===== src/rtl/hazard_pkg.sv =====
// Shared types and constants for the pipeline hazard controller.
// Used by hazard_ctrl and haz_match; the forwarding option is HAZ_FWD_EN.
package hazard_pkg;

    typedef enum logic [1:0] {
        ST_RUN     = 2'd0,
        ST_FLUSH   = 2'd1,
        ST_MEMWAIT = 2'd2,
        ST_HALT    = 2'd3
    } haz_state_t;

    localparam logic [1:0] FWD_RF = 2'b00;
    localparam logic [1:0] FWD_EM = 2'b01;
    localparam logic [1:0] FWD_MW = 2'b10;

    localparam logic [1:0] HALT_DRAIN = 2'd3;

    // The nearest producer (EX) wins over the older one (MEM).
    function automatic logic [1:0] fwd_pick(input logic em_hit, input logic mw_hit);
        logic [1:0] sel;
        sel = FWD_RF;
        if (em_hit) begin
            sel = FWD_EM;
        end else if (mw_hit) begin
            sel = FWD_MW;
        end
        return sel;
    endfunction

endpackage


===== src/rtl/haz_match.sv =====
// Compares one decode-stage source operand against one producer's rd/wr_en.
// Register 0 is hardwired zero, so it never produces a match.
module haz_match
    import hazard_pkg::*;
#(
    parameter int REG_W = 3
) (
    input  logic [REG_W-1:0] i_src_idx,
    input  logic             i_src_vld,
    input  logic [REG_W-1:0] i_rd,
    input  logic             i_wr_en,
    output logic             o_match
);

    logic w_nonzero;

    assign w_nonzero = (i_src_idx != '0);
    assign o_match   = i_src_vld && i_wr_en && w_nonzero && (i_src_idx == i_rd);

endmodule


===== src/rtl/hazard_ctrl.sv =====
// Pipeline hazard controller: data/control/structural hazards, flush, memory wait, halt drain.
// Define HAZ_FWD_EN to enable EX/MEM and MEM/WB forwarding with registered forward selects.
module hazard_ctrl
    import hazard_pkg::*;
#(
    parameter int REG_W       = 3,
    parameter int NSRC        = 2,
    parameter int FLUSH_DEPTH = 1
) (
    input  logic                  clk,
    input  logic                  rst,
    input  logic                  halt_req,
    input  logic                  br_taken,
    input  logic                  mem_busy,
    input  logic [NSRC*REG_W-1:0] id_src_idx,
    input  logic [NSRC-1:0]       id_src_vld,
    input  logic                  ex_mem_read,
    input  logic                  ex_wr_en,
    input  logic [REG_W-1:0]      ex_rd,
    input  logic                  mem_wr_en,
    input  logic [REG_W-1:0]      mem_rd,
    output logic                  pipe_hold,
    output logic                  pc_hold,
    output logic                  fd_hold,
    output logic                  fd_nop,
    output logic                  de_nop,
    output logic [NSRC*2-1:0]     fwd_sel,
    output logic                  halted,
    output logic [1:0]            dbg_state
);

    haz_state_t r_state;
    haz_state_t r_saved;
    haz_state_t w_next;
    haz_state_t w_saved_next;
    haz_state_t w_eff;

    logic [1:0] r_flush_cnt;
    logic [1:0] w_flush_next;
    logic [1:0] r_drain;
    logic [1:0] w_drain_next;

    logic [NSRC-1:0] w_ex_hit;
    logic [NSRC-1:0] w_mem_hit;
    logic            w_load_use;
    logic            w_data_stall;

    logic w_pipe_hold;
    logic w_pc_hold;
    logic w_fd_hold;
    logic w_fd_nop;
    logic w_de_nop;

    for (genvar g = 0; g < NSRC; g++) begin : g_src
        haz_match #(.REG_W(REG_W)) u_ex (
            .i_src_idx (id_src_idx[g*REG_W +: REG_W]),
            .i_src_vld (id_src_vld[g]),
            .i_rd      (ex_rd),
            .i_wr_en   (ex_wr_en),
            .o_match   (w_ex_hit[g])
        );
        haz_match #(.REG_W(REG_W)) u_mem (
            .i_src_idx (id_src_idx[g*REG_W +: REG_W]),
            .i_src_vld (id_src_vld[g]),
            .i_rd      (mem_rd),
            .i_wr_en   (mem_wr_en),
            .o_match   (w_mem_hit[g])
        );
    end

    assign w_load_use = ex_mem_read && (|w_ex_hit);

`ifdef HAZ_FWD_EN
    assign w_data_stall = w_load_use;
`else
    // Without bypass paths any in-flight producer stalls; WB writes through the register file.
    assign w_data_stall = w_load_use || (|w_ex_hit) || (|w_mem_hit);
`endif

    // MEMWAIT is transparent once mem_busy drops: the saved state acts in that same cycle.
    assign w_eff = (r_state == ST_MEMWAIT) ? r_saved : r_state;

    always_comb begin
        w_next       = r_state;
        w_saved_next = r_saved;
        w_flush_next = r_flush_cnt;
        w_drain_next = r_drain;
        w_pipe_hold  = 1'b0;
        w_pc_hold    = 1'b0;
        w_fd_hold    = 1'b0;
        w_fd_nop     = 1'b0;
        w_de_nop     = 1'b0;

        case (w_eff)
            ST_HALT: begin
                w_pc_hold = 1'b1;
                w_fd_hold = 1'b1;
                w_de_nop  = 1'b1;
                if (r_drain != HALT_DRAIN) begin
                    w_drain_next = r_drain + 2'd1;
                end
            end

            ST_FLUSH: begin
                if (mem_busy) begin
                    w_pipe_hold  = 1'b1;
                    w_next       = ST_MEMWAIT;
                    w_saved_next = ST_FLUSH;
                end else begin
                    // Wrong-path branches, halts and data hazards are ignored here.
                    w_fd_nop     = 1'b1;
                    w_flush_next = r_flush_cnt - 2'd1;
                    w_next       = (r_flush_cnt == 2'd1) ? ST_RUN : ST_FLUSH;
                end
            end

            default: begin
                w_next = ST_RUN;
                if (halt_req && !br_taken) begin
                    w_pc_hold    = 1'b1;
                    w_fd_hold    = 1'b1;
                    w_de_nop     = 1'b1;
                    w_drain_next = 2'd0;
                    w_next       = ST_HALT;
                end else if (mem_busy) begin
                    w_pipe_hold  = 1'b1;
                    w_next       = ST_MEMWAIT;
                    w_saved_next = ST_RUN;
                end else if (br_taken) begin
                    w_fd_nop = 1'b1;
                    w_de_nop = 1'b1;
                    if (FLUSH_DEPTH > 1) begin
                        w_flush_next = 2'(FLUSH_DEPTH - 1);
                        w_next       = ST_FLUSH;
                    end
                end else if (w_data_stall) begin
                    w_pc_hold = 1'b1;
                    w_fd_hold = 1'b1;
                    w_de_nop  = 1'b1;
                end
            end
        endcase
    end

    always_ff @(posedge clk) begin
        if (rst) begin
            r_state     <= ST_RUN;
            r_saved     <= ST_RUN;
            r_flush_cnt <= 2'd0;
            r_drain     <= 2'd0;
        end else begin
            r_state     <= w_next;
            r_saved     <= w_saved_next;
            r_flush_cnt <= w_flush_next;
            r_drain     <= w_drain_next;
        end
    end

    assign pipe_hold = !rst && w_pipe_hold;
    assign pc_hold   = !rst && w_pc_hold;
    assign fd_hold   = !rst && w_fd_hold;
    assign fd_nop    = !rst && w_fd_nop;
    assign de_nop    = !rst && w_de_nop;
    // The drain counter counts HALT cycles; halted rises once HALT_DRAIN of them have passed.
    assign halted    = !rst && (r_state == ST_HALT) && (r_drain == HALT_DRAIN);
    assign dbg_state = r_state;

`ifdef HAZ_FWD_EN
    logic [NSRC*2-1:0] r_fwd_sel;
    logic [NSRC*2-1:0] w_fwd_calc;

    always_comb begin
        w_fwd_calc = '0;
        for (int s = 0; s < NSRC; s++) begin
            w_fwd_calc[s*2 +: 2] = fwd_pick(w_ex_hit[s], w_mem_hit[s]);
        end
    end

    always_ff @(posedge clk) begin
        if (rst) begin
            r_fwd_sel <= '0;
        end else if (w_de_nop) begin
            r_fwd_sel <= '0;
        end else if (!w_pipe_hold) begin
            r_fwd_sel <= w_fwd_calc;
        end
    end

    assign fwd_sel = r_fwd_sel;
`else
    assign fwd_sel = '0;
`endif

endmodule


===== config.mk =====
export PLATFORM = sky130hd
export DESIGN_NAME = hazard_ctrl
export DESIGN_NICKNAME = d
export VERILOG_FILES = /design/src/rtl/hazard_pkg.sv /design/src/rtl/haz_match.sv /design/src/rtl/hazard_ctrl.sv
export SDC_FILE = /design/constraint.sdc
export NUM_CORES = 1
export LEC_CHECK = 0
export ABC_AREA = 1
export CORE_ASPECT_RATIO = 0.9
export CORE_MARGIN = 4
export CORE_UTILIZATION = 35
export DETAILED_ROUTE_END_ITERATION = 7
export DONT_BUFFER_PORTS = 1
export GPL_ROUTABILITY_DRIVEN = 0
export PLACE_DENSITY = 0.47
export SLEW_MARGIN = 20
export SYNTH_ARGS = -nofsm -noshare
export SYNTH_HDL_FRONTEND = slang
export SYNTH_HIERARCHICAL = 1
export SYNTH_SLANG_ARGS = --single-unit

===== constraint.sdc =====
create_clock -name clk -period 1.2 [get_ports clk]
set_input_delay 0.24 -clock clk [delete_from_list [all_inputs] [get_ports clk]]
set_output_delay 0.24 -clock clk [all_outputs]
set_load 0.02 [all_outputs]

==> run summary <==
Hold-fix buffers, CTS = 0
via count = 892
warning count from the yosys run = 6
Syn Area/Cell = 5.18 sq um
Initial Utilization = 36.7%
core area = 0.00216 sq mm
fin worst setup slack = -0.232 ns
Slew Limit Fails = 0
TritonCTS clock tree = done
min Tclk post-route = 1.43 ns
GRT Resource Usage Total = 14.4%
final hold slack = 0.0347 ns
final setup TNS = -1.38 ns
drt wl/cell = 10.5 um
failing checks = setup timing
#FFs+latches synth = 7
leak pwr = 0.610 nW
pin count of the biggest net entering global routing = 7
Worst IR Drop VDD = 0.616 mV
f_max = 698 MHz
synth-to-layout area growth = 37.5%
number of global-route vias before repair = 862
Clock transition at path regs = 0.06 ns
Worst setup SP type = register
DRC = 0
Critical Path RT = 0.96 ns
Antenna diodes = 0
DIE WIDTH = 58.2 um
RSZ-0062 raised after global routing = true
drt first pass iters = 5
Reg area = 149 sq um
CTS Buf Count = 3
DP HPWL = 1.72 mm
period utilization = 119%
DRT iter0 DRCs = 24
critical path arrival = 1.19 ns
layout cell share with drive strength beyond 1 = 38.7%
port bufs = 0
Mapped Area = 793 sq um
first-pass GRT wire length = 3.49 mm
Multi-input gate area = 606 sq um
cell row count = 16
clk root buf = clkbuf_4
CP max FO = 5
fillers = 228
Final Skew = 0.00420 ns
critical path type = reg2out
Tightest Hold Check Type = in2reg
Crit. End Element = output pin
sequential fraction of the synthesis area = 17.7%
Detail Route Antenna Nets = 0
pwr dens = 743 mW/mm^2
Netlist cell types = 17
clk buf depth = 2
# Max-Cap Violations = 0
grt ovf = 0
cells after synthesis = 153
Sink Count = 7
die area = 0.00309 sq mm
Vias/cell = 4.57
Die Span Y = 53.2 um
Worst-Skew Late Latency = 0.26 ns
antenna violations before repair = 0
# setup viols final = 8
status = finished, violations left
final WL = 2.04 mm
nets@finish = 193
Ports = 34
Fin. Hold Viols = 0
H-tree depth = 1
-- cell families (layout without fill, tap and decap cells) --
family | Yosys count | count (layout) | share of synthesized area, %
buf+inv | 44 | 56 | 23.2
simple gates | 84 | 84 | 45.7
other cells | 1 | 4 | 0.473
fa+ha+maj | 2 | 2 | 3.15
flops | 7 | 7 | 17.7
compound gates | 15 | 15 | 9.78
-- routing by layer --
metal | vias up | track usage [%] | wire length (um)
met5 | - | 0 | 0
met4 | 0 | 0.386 | 0
met3 | 0 | 5.37 | 123
met2 | 18 | 24.8 | 998
met1 | 398 | 18.0 | 919
li1 | 476 | - | -
-- stage by stage --
step	worst slack, ns	power (W)	utilization [%]	std cells	area [sq um]
after detailed placement	-0.225	0.000544	44.5	187	962
final	-0.232	0.000811	50.5	195	1090
after floorplan	-0.148	0.000494	-	156	890
after global placement	-0.179	0.000538	44.5	187	962
after CTS	-0.240	0.000806	48.4	194	1050
after global routing	-0.273	0.000878	50.5	195	1090
-- layout make-up --
type	instances	share of cell area (%)
clock buffers	3	2.06
clock inverters	1	0.459
inverters	39	14.8
multi-input cells	105	55.5
flip-flops and latches	7	13.6
well taps	27	3.10
repair buffers	13	10.4
-- power breakdown --
| part | switching, W | internal, W | leakage, nW |
|---|---|---|---|
| logic | 0.000189 | 0.000135 | 0.533 |
| clock network | 0.000101 | 0.000122 | 0.0177 |
| registers | 0.0000149 | 0.000249 | 0.0591 |
| total | 0.000304 | 0.000506 | 0.610 |
-- cell usage after synthesis --
cell | count | area, sq um
a21oi_1 | 13 | 65.1
buf_4 | 5 | 37.5
conb_1 | 1 | 3.75
dfxtp_1 | 7 | 140
ha_1 | 2 | 25.0
inv_1 | 38 | 143
inv_2 | 1 | 3.75
nand2_1 | 50 | 188
nand2_2 | 4 | 25.0
nand2_4 | 1 | 11.3
nand3_1 | 9 | 45.0
nand3_2 | 1 | 10.0
nand4_1 | 3 | 18.8
nor2_1 | 14 | 52.6
nor2_2 | 2 | 12.5
o211ai_1 | 1 | 7.51
o21ai_0 | 1 | 5.00
-- path summary, 6_finish.rpt --
kind / start / end / slack, ns / cells past startpoint
setup / recovery: dbg_state[0] / pc_hold / -0.23 / 5
hold / removal: rst / dbg_state[0] / 0.03 / 1
setup reg to reg: dbg_state[1] / r_flush_cnt[0] / -0.09 / 11
hold reg to reg: r_saved[0] / r_saved[0] / 0.50 / 2
-- flip-flops by register name (all words and copies together), names as in the netlist --
signal	cells
r_drain	2
r_saved	1
dbg_state	2
r_flush_cnt	2
-- placed cells by master (no fill, tap or decap) --
master	n
nand3_1	7
a21oi_2	5
nand2_1	40
dfxtp_2	1
conb_1	4
o21ai_1	1
nand4_1	3
nor2_4	1
clkinv_2	1
buf_6	1
nand2_8	1
a21oi_4	2
nor2_2	5
a21oi_1	6
dfxtp_4	2
dfxtp_1	4
nand3_2	3
buf_4	11
inv_4	3
inv_1	25
clkbuf_4	3
nor2_1	10
inv_8	1
ha_1	2
nand2_4	5
o211ai_1	1
buf_12	1
inv_2	10
nand2_2	9
-- critical path, stage by stage, from the launching register on --
cell	delay, ns
dfxtp_4	0.37
nand2_2	0.10
nand2_8	0.11
nand2_4	0.06
a21oi_4	0.14
buf_12	0.14
-- what timing repair did --
action                     in CTS  in global routing
setup buffers                   3                  2
resized for setup              11                 10
pin swaps                       4                 10
setup endpoints to repair       6                 10
(Power assumes the default switching activity.)
